`config.mk`:
```
export PLATFORM = sky130hd
export DESIGN_NAME = ace_fetch
export DESIGN_NICKNAME = d
export VERILOG_FILES = /design/src/rtl/ace_fetch_pkg.sv /design/src/rtl/ace_fetch_slot_mask.sv /design/src/rtl/ace_fetch.sv
export SDC_FILE = /design/constraint.sdc
export NUM_CORES = 1
export LEC_CHECK = 0
export ABC_CLOCK_PERIOD_IN_PS = 1800
export BUFFER_PORTS_ARGS = -buffer_cell sky130_fd_sc_hd__buf_2
export CAP_MARGIN = 20
export CORE_AREA = 3 3 239 241
export DETAILED_ROUTE_END_ITERATION = 7
export DIE_AREA = 0 0 242 244
export GPL_ROUTABILITY_DRIVEN = 0
export PLACE_DENSITY = 0.39
export SYNTH_ARGS = -nofsm -noshare
export SYNTH_HDL_FRONTEND = slang
export SYNTH_SLANG_ARGS = --single-unit
```
`constraint.sdc`:
```
create_clock -name clock -period 1.8 [get_ports clock]
set_input_delay 0.36 -clock clock [delete_from_list [all_inputs] [get_ports clock]]
set_output_delay 0.36 -clock clock [all_outputs]
set_load 0.03 [all_outputs]
```
`src/rtl/ace_fetch_pkg.sv`:
```
// Shared types and sizing for the instruction fetch front end.
package ace_fetch_pkg;

    localparam int unsigned FETCH_SLOTS = 8;
    localparam int unsigned LINE_BYTES  = 32;
    localparam int unsigned LINE_W      = 256;

    typedef enum logic [2:0] {
        IDLE,
        REQ,
        WAIT,
        DELIVER,
        DRAIN
    } fetch_state_e;

endpackage

```
`src/rtl/ace_fetch_slot_mask.sv`:
```
// Word offset within a line -> per-slot valid mask; slots below the offset are cleared.
module fetch_slot_mask
    import ace_fetch_pkg::*;
(
    input  logic [2:0]             offset_i,
    output logic [FETCH_SLOTS-1:0] mask_o
);

    // Slot k is valid when it sits at or above the entry offset.
    always_comb begin
        mask_o = '0;
        for (int unsigned k = 0; k < FETCH_SLOTS; k++) begin
            mask_o[k] = (k >= 32'(offset_i));
        end
    end

endmodule

```
`src/rtl/ace_fetch.sv`:
```
// Instruction fetch front end: one outstanding I-cache line request, line capture,
// and 8-slot delivery into the decode buffer with redirect/flush handling.
module ace_fetch
    import ace_fetch_pkg::*;
#(
    parameter int unsigned     PC_W     = 32,
    parameter logic [PC_W-1:0] RESET_PC = '0
) (
    input  logic              clock,
    input  logic              reset,
    input  logic              redirect_i,
    input  logic [PC_W-1:0]   redirect_pc_i,
    input  logic              instbuf_full_i,
    output logic              icache_req_o,
    output logic [PC_W-1:0]   icache_req_addr_o,
    input  logic              icache_req_rdy_i,
    input  logic              icache_rsp_vld_i,
    input  logic [LINE_W-1:0] icache_rsp_data_i,
    output logic [31:0]       inst0_o,
    output logic [31:0]       inst1_o,
    output logic [31:0]       inst2_o,
    output logic [31:0]       inst3_o,
    output logic [31:0]       inst4_o,
    output logic [31:0]       inst5_o,
    output logic [31:0]       inst6_o,
    output logic [31:0]       inst7_o,
    output logic              inst0_vld_o,
    output logic              inst1_vld_o,
    output logic              inst2_vld_o,
    output logic              inst3_vld_o,
    output logic              inst4_vld_o,
    output logic              inst5_vld_o,
    output logic              inst6_vld_o,
    output logic              inst7_vld_o,
    output logic [PC_W-1:0]   fetch_pc_o
);

    fetch_state_e          state_q, state_d;
    logic [PC_W-1:0]       pc_q, pc_d;
    logic [LINE_W-1:0]     line_q, line_d;
    logic                  deliver_en;
    logic                  req_accept;
    logic [PC_W-1:0]       line_addr;
    logic [PC_W-1:0]       next_line_addr;
    logic [PC_W-1:0]       redirect_pc;
    logic [FETCH_SLOTS-1:0] slot_mask;
    logic [FETCH_SLOTS-1:0] slot_vld;

    assign line_addr      = pc_q & ~PC_W'(LINE_BYTES - 1);
    assign next_line_addr = line_addr + PC_W'(LINE_BYTES);
    assign redirect_pc    = redirect_pc_i & {{(PC_W-2){1'b1}}, 2'b00};

    assign icache_req_o      = (state_q == REQ);
    assign icache_req_addr_o = line_addr;
    assign req_accept        = icache_req_o & icache_req_rdy_i;
    assign fetch_pc_o        = pc_q;

    fetch_slot_mask u_slot_mask (
        .offset_i (pc_q[4:2]),
        .mask_o   (slot_mask)
    );

    assign slot_vld = deliver_en ? slot_mask : '0;

    assign inst0_vld_o = slot_vld[0];
    assign inst1_vld_o = slot_vld[1];
    assign inst2_vld_o = slot_vld[2];
    assign inst3_vld_o = slot_vld[3];
    assign inst4_vld_o = slot_vld[4];
    assign inst5_vld_o = slot_vld[5];
    assign inst6_vld_o = slot_vld[6];
    assign inst7_vld_o = slot_vld[7];

    assign inst0_o = line_q[0*32 +: 32];
    assign inst1_o = line_q[1*32 +: 32];
    assign inst2_o = line_q[2*32 +: 32];
    assign inst3_o = line_q[3*32 +: 32];
    assign inst4_o = line_q[4*32 +: 32];
    assign inst5_o = line_q[5*32 +: 32];
    assign inst6_o = line_q[6*32 +: 32];
    assign inst7_o = line_q[7*32 +: 32];

    // Next-state, PC and line-buffer update; redirect overrides every normal transition.
    always_comb begin
        state_d    = state_q;
        pc_d       = pc_q;
        line_d     = line_q;
        deliver_en = 1'b0;

        if (redirect_i) begin
            pc_d = redirect_pc;
            unique case (state_q)
                IDLE, DELIVER: state_d = IDLE;
                REQ:           state_d = req_accept       ? DRAIN : IDLE;
                WAIT:          state_d = icache_rsp_vld_i ? IDLE  : DRAIN;
                // An orphan arriving together with a fresh redirect still settles the
                // single outstanding request, so leave DRAIN rather than wait forever.
                DRAIN:         state_d = icache_rsp_vld_i ? IDLE  : DRAIN;
                default:       state_d = IDLE;
            endcase
        end else begin
            unique case (state_q)
                IDLE: state_d = REQ;
                REQ: begin
                    if (req_accept) state_d = WAIT;
                end
                WAIT: begin
                    if (icache_rsp_vld_i) begin
                        line_d  = icache_rsp_data_i;
                        state_d = DELIVER;
                    end
                end
                DELIVER: begin
                    if (!instbuf_full_i) begin
                        deliver_en = 1'b1;
                        pc_d       = next_line_addr;
                        state_d    = REQ;
                    end
                end
                DRAIN: begin
                    if (icache_rsp_vld_i) state_d = IDLE;
                end
                default: state_d = IDLE;
            endcase
        end
    end

    // State, fetch PC and line buffer registers with synchronous reset.
    always_ff @(posedge clock) begin
        if (reset) begin
            state_q <= IDLE;
            pc_q    <= RESET_PC;
            line_q  <= '0;
        end else begin
            state_q <= state_d;
            pc_q    <= pc_d;
            line_q  <= line_d;
        end
    end

endmodule

```
==> results.md <==
- Status: finished with violations
- Violated checks: negative setup slack
- GRT overflow: 0
- PD cells: slightly below 900 nW/µm²
- Fillers: 6043
- TritonRoute pass-1 iters: 4
- Startpoint Class: flop
- Register area share after synthesis: 53.44%
- VDD IR max: 0.0005616 V
- Largest net degree at the start of global routing: approximately 110
- Crit path kind: reg -> out
- Via count: 11630
- Overall power: 15.07 mW
- Vias/cell: 4.168
- Iteration-0 DRC Markers: around 370
- Clk buf depth: 3
- First-pass GRT wire length: 68800 µm
- Setup TNS: -4.377 ns
- Die Width: approximately 240 µm
- Syn Inst Count: 1375
- Cell mode on critical path: buf_6
- P_leak: 7.440 nW
- IO Count: 623
- CTS sink count: 289
- Final core occ: 30.92%
- Die extent in y: 244 µm
- CTS root buffer: clkbuf_16
- Synth Flop Type: dfxtp_1
- Vias in the first global route: around 11000
- Rows: 86
- Final Skew: roughly 0.011 ns
- Type of the most critical hold path: in -> reg
- Met2 usage in global routing: 26.57%
- Asr flop ratio synth: 0%
- CP max-delay cell: dfxtp_2
- Inserted Clock Buffers: 37
- R2R Path End: fetch_pc_o[20]$_SDFFE_PP0P_
- Final worst slack: -0.3232 ns
- Syn_area_per_cell: 7.873 µm²
- Cells along the critical path: and4bb_2, buf_6, nand2_8, buf_12, nor3_4, buf_6
- RSZ-0062 raised after global routing: yes
- Layout cells sized above 1: approximately 41%
- Post-Syn Area: 10830 µm²
- CTS tree: done
- Count of final setup violators: 28
- DPL Wire Length: approximately 35000 µm
- GR peak layer: met2
- Slew @ Worst Pin: 0.5879 ns
- Cell with the most instances after synthesis: nand2_1
- RR Startpoint: state_q[2]$_SDFFE_PP0P_
- Placed Instances: ~2700
- Main area contributors after synthesis: dfxtp_1, nand2_1, a21oi_1
- Max incr delay on CP: 0.32 ns
- Met3 usage: under 10%
- Clk slew on worst S/H paths: 0.05 ns
- Routed WL per cell: around 17 µm
- Clk Latency, worst-skew pair: 0.54 ns
- Post-synth top cells: nand2_1, dfxtp_1, a21oi_1
- Die area: 59050 µm²
- Flop2flop setup slack: -0.19 ns
- Number of synthesized flops with an enable pin: 0
- Slew margin rel.: 60.81%
- Req. time, crit path: 1.44 ns
- Fin crit share: 118.0%
- Max Cap Viol: 0
- GR Util met1: 16.54%
- WP data arrival: 1.76 ns
- Total GRT Usage: 14.84%
- Critical path origin: state_q[2]$_SDFFE_PP0P_
- Post-route DRC: 0
- # nets final: 2308
- Fin. Hold Viols: 0
- P&R area growth vs syn: 57.34%
- CP Capture Point: inst0_vld_o
- Ys Warns: 0
- Synth area leader: dfxtp_1
- H-tree depth: 2
- Distinct cell type count after synthesis: 44
- Share of the synthesized area in the top cell type: 53.44%
- CP Capture Type: primary output
- Initial Util: approximately 20%
- Core Footprint: roughly 55000 µm²
- Fmax: around 0.47 GHz
- Fin cells: between 2000 and 3000
- CP max FO: 5
- Post-Route WL: between 40000 and 50000 µm
- Port-buffer cells: 613
- Antenna violations before repair: 8
- R2r worst-path depth: 7
- Final worst path period need: 2.123 ns
- Final Slew Violations: 0
- Worst slack, placed: -0.1981 ns
- #FFs+latches synth: 289
- Antenna Violating Nets Remaining: 0
-- metrics by stage --
step	cell area, µm²	hold slack (ns)
after floorplan	10940	0.4907
after global placement	15150	0.4391
after detailed placement	15150	0.4430
after CTS	16630	0.00008166
after global routing	17030	0.01250
final	17030	0.05487
-- power breakdown --
part	switching [mW]	internal [mW]
clock network	2.95	4.38
logic	0.716	0.491
registers	0.0506	6.47
-- cells by family after synthesis --
family | count (synthesis) | share of synthesized area [%]
fa+ha+maj | 1 | 0.1156
other cells | 1 | 0.03464
xor+xnor | 7 | 0.5664
flops | 289 | 53.44
simple gates | 618 | 23.34
compound gates | 315 | 15.78
buf+inv | 144 | 6.727
-- critical path: cells and delay by family, from the launching register on --
family | cells | cell delay [ns]
DFF | 1 | 0.32
and+or+nand+nor | 3 | 0.50
buffers and inverters | 3 | 0.42
-- worst min path at each step --
| stage | end | start | cells past startpoint | slack, ns |
|---|---|---|---|---|
| final | line_q[23]$_SDFFE_PP0P_ | icache_rsp_data_i[23] | 3 | 0.05 |
| after global routing | line_q[185]$_SDFFE_PP0P_ | icache_rsp_data_i[185] | 3 | 0.01 |
| after floorplan | state_q[2]$_SDFFE_PP0P_ | state_q[2]$_SDFFE_PP0P_ | 2 | 0.49 |
| after CTS | line_q[61]$_SDFFE_PP0P_ | icache_rsp_data_i[61] | 3 | 0.00008 |
| after detailed placement | line_q[40]$_SDFFE_PP0P_ | line_q[40]$_SDFFE_PP0P_ | 2 | 0.44 |
| after global placement | line_q[251]$_SDFFE_PP0P_ | line_q[251]$_SDFFE_PP0P_ | 2 | 0.44 |
-- flip-flops by register name, summed over array words and instances (netlist names) --
register / cells
line_q: 256
state_q: 3
fetch_pc_o: 30
-- what timing repair did --
| action | in CTS | in global routing |
|---|---|---|
| gates resized for setup | 29 | 46 |
| hold buffers | 15 | 0 |
| gates cloned | 1 | 9 |
| pin swaps | 6 | 8 |
| buffers inserted | 3 | 5 |
| endpoints found under the setup margin | 19 | 269 |
| hold endpoints to repair | 15 | 0 |
-- layout make-up --
class	count	area (µm²)	area share (%)
diodes	3	7.507	0.04408
clock buffers	58	1145	6.722
clock inverters	8	72.57	0.4261
inverters	7	26.28	0.1543
multi-input cells	949	4552	26.72
flip-flops and latches	289	5824	34.20
well taps	748	935.9	5.495
repair buffers	729	4469	26.24
-- placed cells by master (no fill, tap or decap), types with 3 or more instances in the layout --
cell,count
buf_2,604
nand2_1,525
dfxtp_1,270
a21oi_1,261
buf_4,62
clkbuf_16,41
nor2_1,27
buf_12,20
buf_6,18
dlygate4sd3_1,15
clkbuf_8,14
dfxtp_2,13
o31ai_1,9
a311oi_1,9
nand3_1,8
o21ai_0,8
a211oi_1,8
nand4_1,7
conb_1,7
clkbuf_1,7
and4_1,6
or4_1,6
a311oi_2,6
dfxtp_4,6
inv_1,5
xor2_1,5
and3_1,5
or4_4,4
or3_1,4
diode_2,3
nor3_4,3
nand2_8,3
or3_4,3
clkinv_2,3
buf_8,3
buf_16,3
-- layer usage --
| layer | wire [µm] | vias up | part of all wire [%] |
|---|---|---|---|
| met1 | 19120 | 5358 | 40 |
| met5 | 58 | - | 0.12 |
| met2 | 23930 | 389 | 50 |
| li1 | - | 5793 | - |
| met3 | 3466 | 84 | 7.2 |
| met4 | 1447 | 8 | 3.0 |
(Power assumes the default switching activity.)
